===== src/rtl/ask4_slicer.sv =====
// ---------------------------------------------------------------------------
// ask4_slicer
//   Receive-side 4-ASK symbol slicer. Takes the matched-filter output at the
//   sample rate, keeps one sample per symbol at a selectable phase, and slices
//   it against a reference level r into a 2-bit symbol. r is estimated as the
//   block mean of |y| over 2^AVG_LOG2 captured symbols. The slicer error
//   (y - reconstructed level) is also reported.
//
// Ports
//   sys_clk     : system clock, rising edge
//   reset       : synchronous, active-high
//   sam_clk_en  : one-cycle sample strobe (4 per symbol)
//   sym_clk_en  : symbol strobe, coincident with the first sample strobe
//   phase       : sample index within the symbol to capture (0..3)
//   y_in        : signed matched-filter sample (1s17 at default WIDTH)
//   sym_out     : decision 00=-3a, 01=-a, 10=+a, 11=+3a
//   sym_valid   : one-cycle pulse, sym_out/dec_level/err valid
//   dec_level   : reconstructed level of the decision (+/- r/2, +/- 3r/2)
//   err         : y_sample - dec_level, saturated to WIDTH
//   ref_level   : current reference level r (non-negative)
//   ref_valid   : high once the first estimate block has completed
// ---------------------------------------------------------------------------
module ask4_slicer #(
    parameter int WIDTH    = 18,
    parameter int AVG_LOG2 = 7,
    parameter int REF_INIT = 65536
) (
    input  logic                    sys_clk,
    input  logic                    reset,
    input  logic                    sam_clk_en,
    input  logic                    sym_clk_en,
    input  logic [1:0]              phase,
    input  logic signed [WIDTH-1:0] y_in,
    output logic [1:0]              sym_out,
    output logic                    sym_valid,
    output logic signed [WIDTH-1:0] dec_level,
    output logic signed [WIDTH-1:0] err,
    output logic [WIDTH-1:0]        ref_level,
    output logic                    ref_valid
);

    localparam int AW = WIDTH + AVG_LOG2;   // accumulator width, holds 2^AVG_LOG2 * max|y|
    localparam int EW = WIDTH + 2;          // extended width for level / error arithmetic

    localparam logic [WIDTH-1:0]        REF_INIT_V = WIDTH'(REF_INIT);
    localparam logic [WIDTH-1:0]        REF_FLOOR  = WIDTH'(1);
    localparam logic signed [WIDTH-1:0] SMAX       = {1'b0, {(WIDTH-1){1'b1}}};
    localparam logic signed [WIDTH-1:0] SMIN       = {1'b1, {(WIDTH-1){1'b0}}};
    localparam logic signed [EW-1:0]    EMAX       = {3'b000, {(WIDTH-1){1'b1}}};
    localparam logic signed [EW-1:0]    EMIN       = {3'b111, {(WIDTH-1){1'b0}}};
    localparam logic [AVG_LOG2-1:0]     BLK_ONE    = AVG_LOG2'(1);

    typedef enum logic {ACQ = 1'b0, TRACK = 1'b1} state_t;

    // Clamp an extended-width signed value into WIDTH bits.
    function automatic logic signed [WIDTH-1:0] sat(input logic signed [EW-1:0] v);
        if (v > EMAX)
            return SMAX;
        else if (v < EMIN)
            return SMIN;
        else
            return v[WIDTH-1:0];
    endfunction

    // -----------------------------------------------------------------------
    // Registers
    // -----------------------------------------------------------------------
    state_t                    r_state;
    logic [1:0]                r_sam_cnt;
    logic [1:0]                r_phase;
    logic [AW-1:0]             r_acc;
    logic [AVG_LOG2-1:0]       r_blk_cnt;
    logic [WIDTH-1:0]          r_ref;
    logic [1:0]                r_sym;
    logic                      r_sym_valid;
    logic signed [WIDTH-1:0]   r_dec;
    logic signed [WIDTH-1:0]   r_err;

    // -----------------------------------------------------------------------
    // Sample counting / phase select
    // -----------------------------------------------------------------------
    logic                      w_boundary;
    logic [1:0]                w_cnt_nxt;
    logic [1:0]                w_phase_eff;
    logic                      w_cap;

    assign w_boundary  = sam_clk_en & sym_clk_en;
    assign w_cnt_nxt   = w_boundary ? 2'd0 : r_sam_cnt + 2'd1;
    // On the boundary strobe the freshly presented phase is the one in force,
    // so phase 0 captures on the very strobe that registers it.
    assign w_phase_eff = w_boundary ? phase : r_phase;
    assign w_cap       = sam_clk_en && (w_cnt_nxt == w_phase_eff);

    // -----------------------------------------------------------------------
    // Slicer (uses the reference level currently in force)
    // -----------------------------------------------------------------------
    logic signed [EW-1:0]      w_y;
    logic signed [EW-1:0]      w_r;
    logic signed [EW-1:0]      w_half;
    logic signed [EW-1:0]      w_three;
    logic signed [EW-1:0]      w_level;
    logic signed [EW-1:0]      w_err_full;
    logic [1:0]                w_sym;

    assign w_y     = {{2{y_in[WIDTH-1]}}, y_in};
    assign w_r     = {2'b00, r_ref};
    assign w_half  = {3'b000, r_ref[WIDTH-1:1]};
    assign w_three = w_r + w_half;

    always_comb begin
        w_sym   = 2'b00;
        w_level = -w_three;
        if (w_y < -w_r) begin
            w_sym   = 2'b00;
            w_level = -w_three;
        end else if (w_y < 0) begin
            w_sym   = 2'b01;
            w_level = -w_half;
        end else if (w_y < w_r) begin
            w_sym   = 2'b10;
            w_level = w_half;
        end else begin
            w_sym   = 2'b11;
            w_level = w_three;
        end
    end

    // Error is formed from the unclamped level so it stays exact even when
    // 3r/2 itself would not fit in WIDTH.
    assign w_err_full = w_y - w_level;

    // -----------------------------------------------------------------------
    // Level estimator
    // -----------------------------------------------------------------------
    logic [WIDTH-1:0]          w_abs;
    logic [AW-1:0]             w_sum;
    logic [WIDTH-1:0]          w_mean;
    logic                      w_blk_done;

    // Most negative input maps to the most positive value so |y| fits WIDTH-1 bits.
    always_comb begin
        w_abs = y_in;
        if (y_in == SMIN)
            w_abs = SMAX;
        else if (y_in < 0)
            w_abs = -y_in;
    end

    assign w_sum      = r_acc + AW'(w_abs);
    assign w_mean     = WIDTH'(w_sum >> AVG_LOG2);
    assign w_blk_done = w_cap && (r_blk_cnt == '1);

    // -----------------------------------------------------------------------
    // FSM: ACQ until the first estimate block completes, then TRACK forever
    // -----------------------------------------------------------------------
    state_t                    w_state_nxt;

    always_ff @(posedge sys_clk) begin
        if (reset)
            r_state <= ACQ;
        else
            r_state <= w_state_nxt;
    end

    always_comb begin
        w_state_nxt = r_state;
        case (r_state)
            ACQ:     if (w_blk_done) w_state_nxt = TRACK;
            TRACK:   w_state_nxt = TRACK;
            default: w_state_nxt = ACQ;
        endcase
    end

    always_comb begin
        ref_valid = (r_state == TRACK);
    end

    // -----------------------------------------------------------------------
    // Datapath registers
    // -----------------------------------------------------------------------
    always_ff @(posedge sys_clk) begin
        if (reset) begin
            r_sam_cnt   <= 2'd0;
            r_phase     <= 2'd0;
            r_acc       <= '0;
            r_blk_cnt   <= '0;
            r_ref       <= REF_INIT_V;
            r_sym       <= 2'b00;
            r_sym_valid <= 1'b0;
            r_dec       <= '0;
            r_err       <= '0;
        end else begin
            r_sym_valid <= w_cap;

            if (sam_clk_en)
                r_sam_cnt <= w_cnt_nxt;
            if (w_boundary)
                r_phase <= phase;

            if (w_cap) begin
                r_sym <= w_sym;
                r_dec <= sat(w_level);
                r_err <= sat(w_err_full);

                if (w_blk_done) begin
                    // The completing symbol was sliced with the old r above.
                    r_acc     <= '0;
                    r_blk_cnt <= '0;
                    r_ref     <= (w_mean == '0) ? REF_FLOOR : w_mean;
                end else begin
                    r_acc     <= w_sum;
                    r_blk_cnt <= r_blk_cnt + BLK_ONE;
                end
            end
        end
    end

    assign sym_out   = r_sym;
    assign sym_valid = r_sym_valid;
    assign dec_level = r_dec;
    assign err       = r_err;
    assign ref_level = r_ref;

endmodule


===== config.mk =====
export PLATFORM = sky130hd
export DESIGN_NAME = ask4_slicer
export DESIGN_NICKNAME = d
export VERILOG_FILES = /design/src/rtl/ask4_slicer.sv
export SDC_FILE = /design/constraint.sdc
export NUM_CORES = 1
export LEC_CHECK = 0
export CORE_ASPECT_RATIO = 0.75
export CORE_MARGIN = 2
export CORE_UTILIZATION = 65
export DETAILED_ROUTE_END_ITERATION = 8
export HOLD_SLACK_MARGIN = 0.05
export PLACE_DENSITY = 0.92
export SLEW_MARGIN = 0
export SYNTH_ARGS = -nofsm -noshare
export SYNTH_HDL_FRONTEND = slang
export SYNTH_SLANG_ARGS = --single-unit

===== constraint.sdc =====
create_clock -name sys_clk -period 17.23 [get_ports sys_clk]
set_input_delay 2.5845 -clock sys_clk [delete_from_list [all_inputs] [get_ports sys_clk]]
set_output_delay 2.5845 -clock sys_clk [all_outputs]
set_load 0.005 [all_outputs]

==> results by group <==
Status
  • Outcome: finished, final reports clean

Synthesis
  • Post-synth EDFFs: 0
  • Mean area per synthesized cell: 7.50 µm²
  • Yosys reg bits: 94
  • Yosys top cell by area: dfxtp_1
  • Yosys warns: 0
  • Most common cell in the netlist: nor2_1
  • Area contributors post-synth: dfxtp_1, ha_1, nor2_1
  • Mapped cell area: 9580 µm²
  • Synth Flop Type: dfxtp_1
  • Synth cell types: 87
  • Synthesized Nets: 1,412
  • Register area share after synthesis: 19.6%
  • Post-synthesis instance total: 1,277
  • Post-synth top cells: nor2_1, nand2_1, ha_1
  • Synth top area share: 19.6%
  • Async SR Flop Fraction: 0%

Global routing
  • Number of global-route vias before repair: 9,012
  • Largest net degree at the start of global routing: 95
  • Global-route total usage across every layer: 39.9%
  • Global-route wire length before repair: 48.5 mm
  • Initial antenna violation count: 0
  • Total congestion overflow: 0

Route
  • DRC: 0
  • Router iterations before antenna repair: 6
  • Final WL: 31.0 mm
  • ANT nets after route: 0
  • First DRT Iteration DRCs: 1,285
  • Via Count: 10,100
  • DR WL/cell: 20.4 µm
  • Via/cell ratio: 6.67

STA
  • Min Tclk post-route: 10,010 ps
  • Final hold slack: 471 ps
  • Worst Clk Skew: 10.3 ps
  • Final setup margin: 7220 ps
  • Setup_tns: 0 ps
  • Final Hold Viols: 0
  • Slew headroom: 19.8%
  • Period Utilization, post-route: 58.1%
  • RSZ-0062 raised after global routing: false
  • Worst slew pin tran: 1200 ps
  • Endpoints failing setup: 0
  • Fmax: 99.9 MHz
  • Final Slew Violations: 0

Clock network
  • Resize count post-CTS: 0
  • Worst-case clock buffer depth: 2
  • TritonCTS clock tree: yes
  • CTS Hold Bufs: 0
  • H-tree levels: 3
  • Num Clock Sinks: 94
  • Clock Latency Late Sink: 370 ps
  • Post-CTS Setup Bufs: 0
  • Clk slew on worst S/H paths: 70 ps
  • Clk root buf: clkbuf_16
  • CTS Buf Count: 9

Cells and area
  • Area Growth Syn to Fin: 12.5%
  • Nets: 1,452
  • Design Area, Final: 10,800 µm²
  • FILL cells: 1,155
  • Antenna diodes: 0
  • Layout cells sized above 1: 4.46%

Worst setup path
  • Critical-path top delay cell: nor2_1
  • Crit end category: register
  • Startpoint Class: primary input
  • CP arrival: 10,200 ps
  • Crit-path max FO: 17
  • Most frequent CP cell: a21o_1
  • CP required: 17,420 ps
  • Critical path type: primary input to register
  • Setup crit start: y_in[1]
  • Reg2reg start: ref_level[2]
  • Critical Path Max Stage Delay: 880 ps

Floorplan
  • Initial core utilization: 66.3%
  • Core Rows: 38
  • Number of I/O pins: 82
  • Core area: 14,500 µm²
  • Die ar.: 15,700 µm²
  • Die Y: 109 µm
  • Die Wd: 144 µm

Place
  • Port Buffers: 81
  • Final Wtd Congestion: 0.996
  • DP HPWL: 23.3 mm
  • Placed cell areas: 10,400 µm²
  • Place WS: 7050 ps

Power and ir drop
  • Pwr/cell area: 60.2 nW/µm²
  • Worst IR Drop VDD: 0.0000467 V
  • P_leak: 0.00448 µW

Flow run
  • Total of max-cap violations: 0

Min path
  • Hold Startpoint: r_acc[0]
  • Worst hold-check path type: register to register
[final timing paths]
kind,endpoint,slack [ps],depth (start not counted)
worst max-delay path,err[16],7220,34
worst max register to register,err[16],8420,26
worst min register to register,r_acc[0],470,2
worst min-delay path,r_acc[0],470,2
[report_power, final]
group	total [µW]	switching, µW	leakage [µW]	internal [µW]
sequential	228	4.18	0.000762	224
combinational	187	116	0.00355	71.8
clock	233	102	0.000166	131
total	649	222	0.00448	427
[sequential cells by signal, indices dropped and copies added, names as in the netlist]
signal and count:
r_acc 25, dec_level 18, err 18, ref_level 18, r_blk_cnt 7, r_phase 2
r_sam_cnt 2, sym_out 2, ref_valid 1, sym_valid 1
[area by class of cell]
| class | count | area (µm²) | area share [%] |
|---|---|---|---|
| clock buffers | 9 | 225 | 2.09 |
| clock inverters | 7 | 111 | 1.03 |
| inverters | 66 | 248 | 2.30 |
| multi-input cells | 1058 | 7200 | 66.8 |
| flip-flops and latches | 94 | 1880 | 17.5 |
| well taps | 200 | 250 | 2.32 |
| repair buffers | 88 | 856 | 7.95 |
[kinds of logic after synthesis]
logic type	after synthesis	share of synthesized area, %
AND/OR/NAND/NOR	465	22.8
flip-flops	94	19.6
buffers and inverters	125	5.30
multiplexers	10	1.16
AO/OA/AOI/OAI	378	27.3
XOR/XNOR	89	8.58
adder cells (fa/ha/maj)	116	15.2
[cells in the final DEF, fill, tap and decap left out, types with 7 or more instances in the layout]
master and count:
a211oi_1 26, a211oi_2 10, a21o_1 38, a21oi_1 105, a22oi_1 20, a31oi_1 17
and2_1 10, and3_1 19, buf_4 8, clkbuf_16 9, clkdlybuf4s50_1 79, dfxtp_1 94
ha_1 109, inv_1 65, mux2i_1 7, nand2_1 117, nand2b_1 8, nand3_1 32
nand4_1 13, nor2_1 155, nor2b_1 9, nor3_1 47, nor4_1 11, o211ai_1 10
o21a_1 10, o21ai_0 49, o21ai_1 7, o31ai_1 9, or3_1 9, or4_1 7
xnor2_1 57, xor2_1 28
[stage by stage]
stage	utilization, %	instances	power [µW]
floorplan	-	1277	358
global placement	72.2	1506	409
detailed placement	72.2	1506	412
CTS	74.5	1522	644
global route	74.5	1522	672
finish	74.5	1522	649
[worst max-delay path, delay by kind of cell]
kind            cells  cell delay (ps)
compound gates     25             4150
buf+inv             2              700
xor+xnor            1              130
simple gates        3             1610
fa+ha+maj           3             1000
[per-layer routing]
layer	GRT usage, %	share of wire, %	vias up
met5	0	0	-
met4	12.9	2.4	0
met3	7.95	12	72
met2	56.4	40	601
met1	60.1	46	4750
li1	-	-	4725
Power figures use the tool's default switching activity.
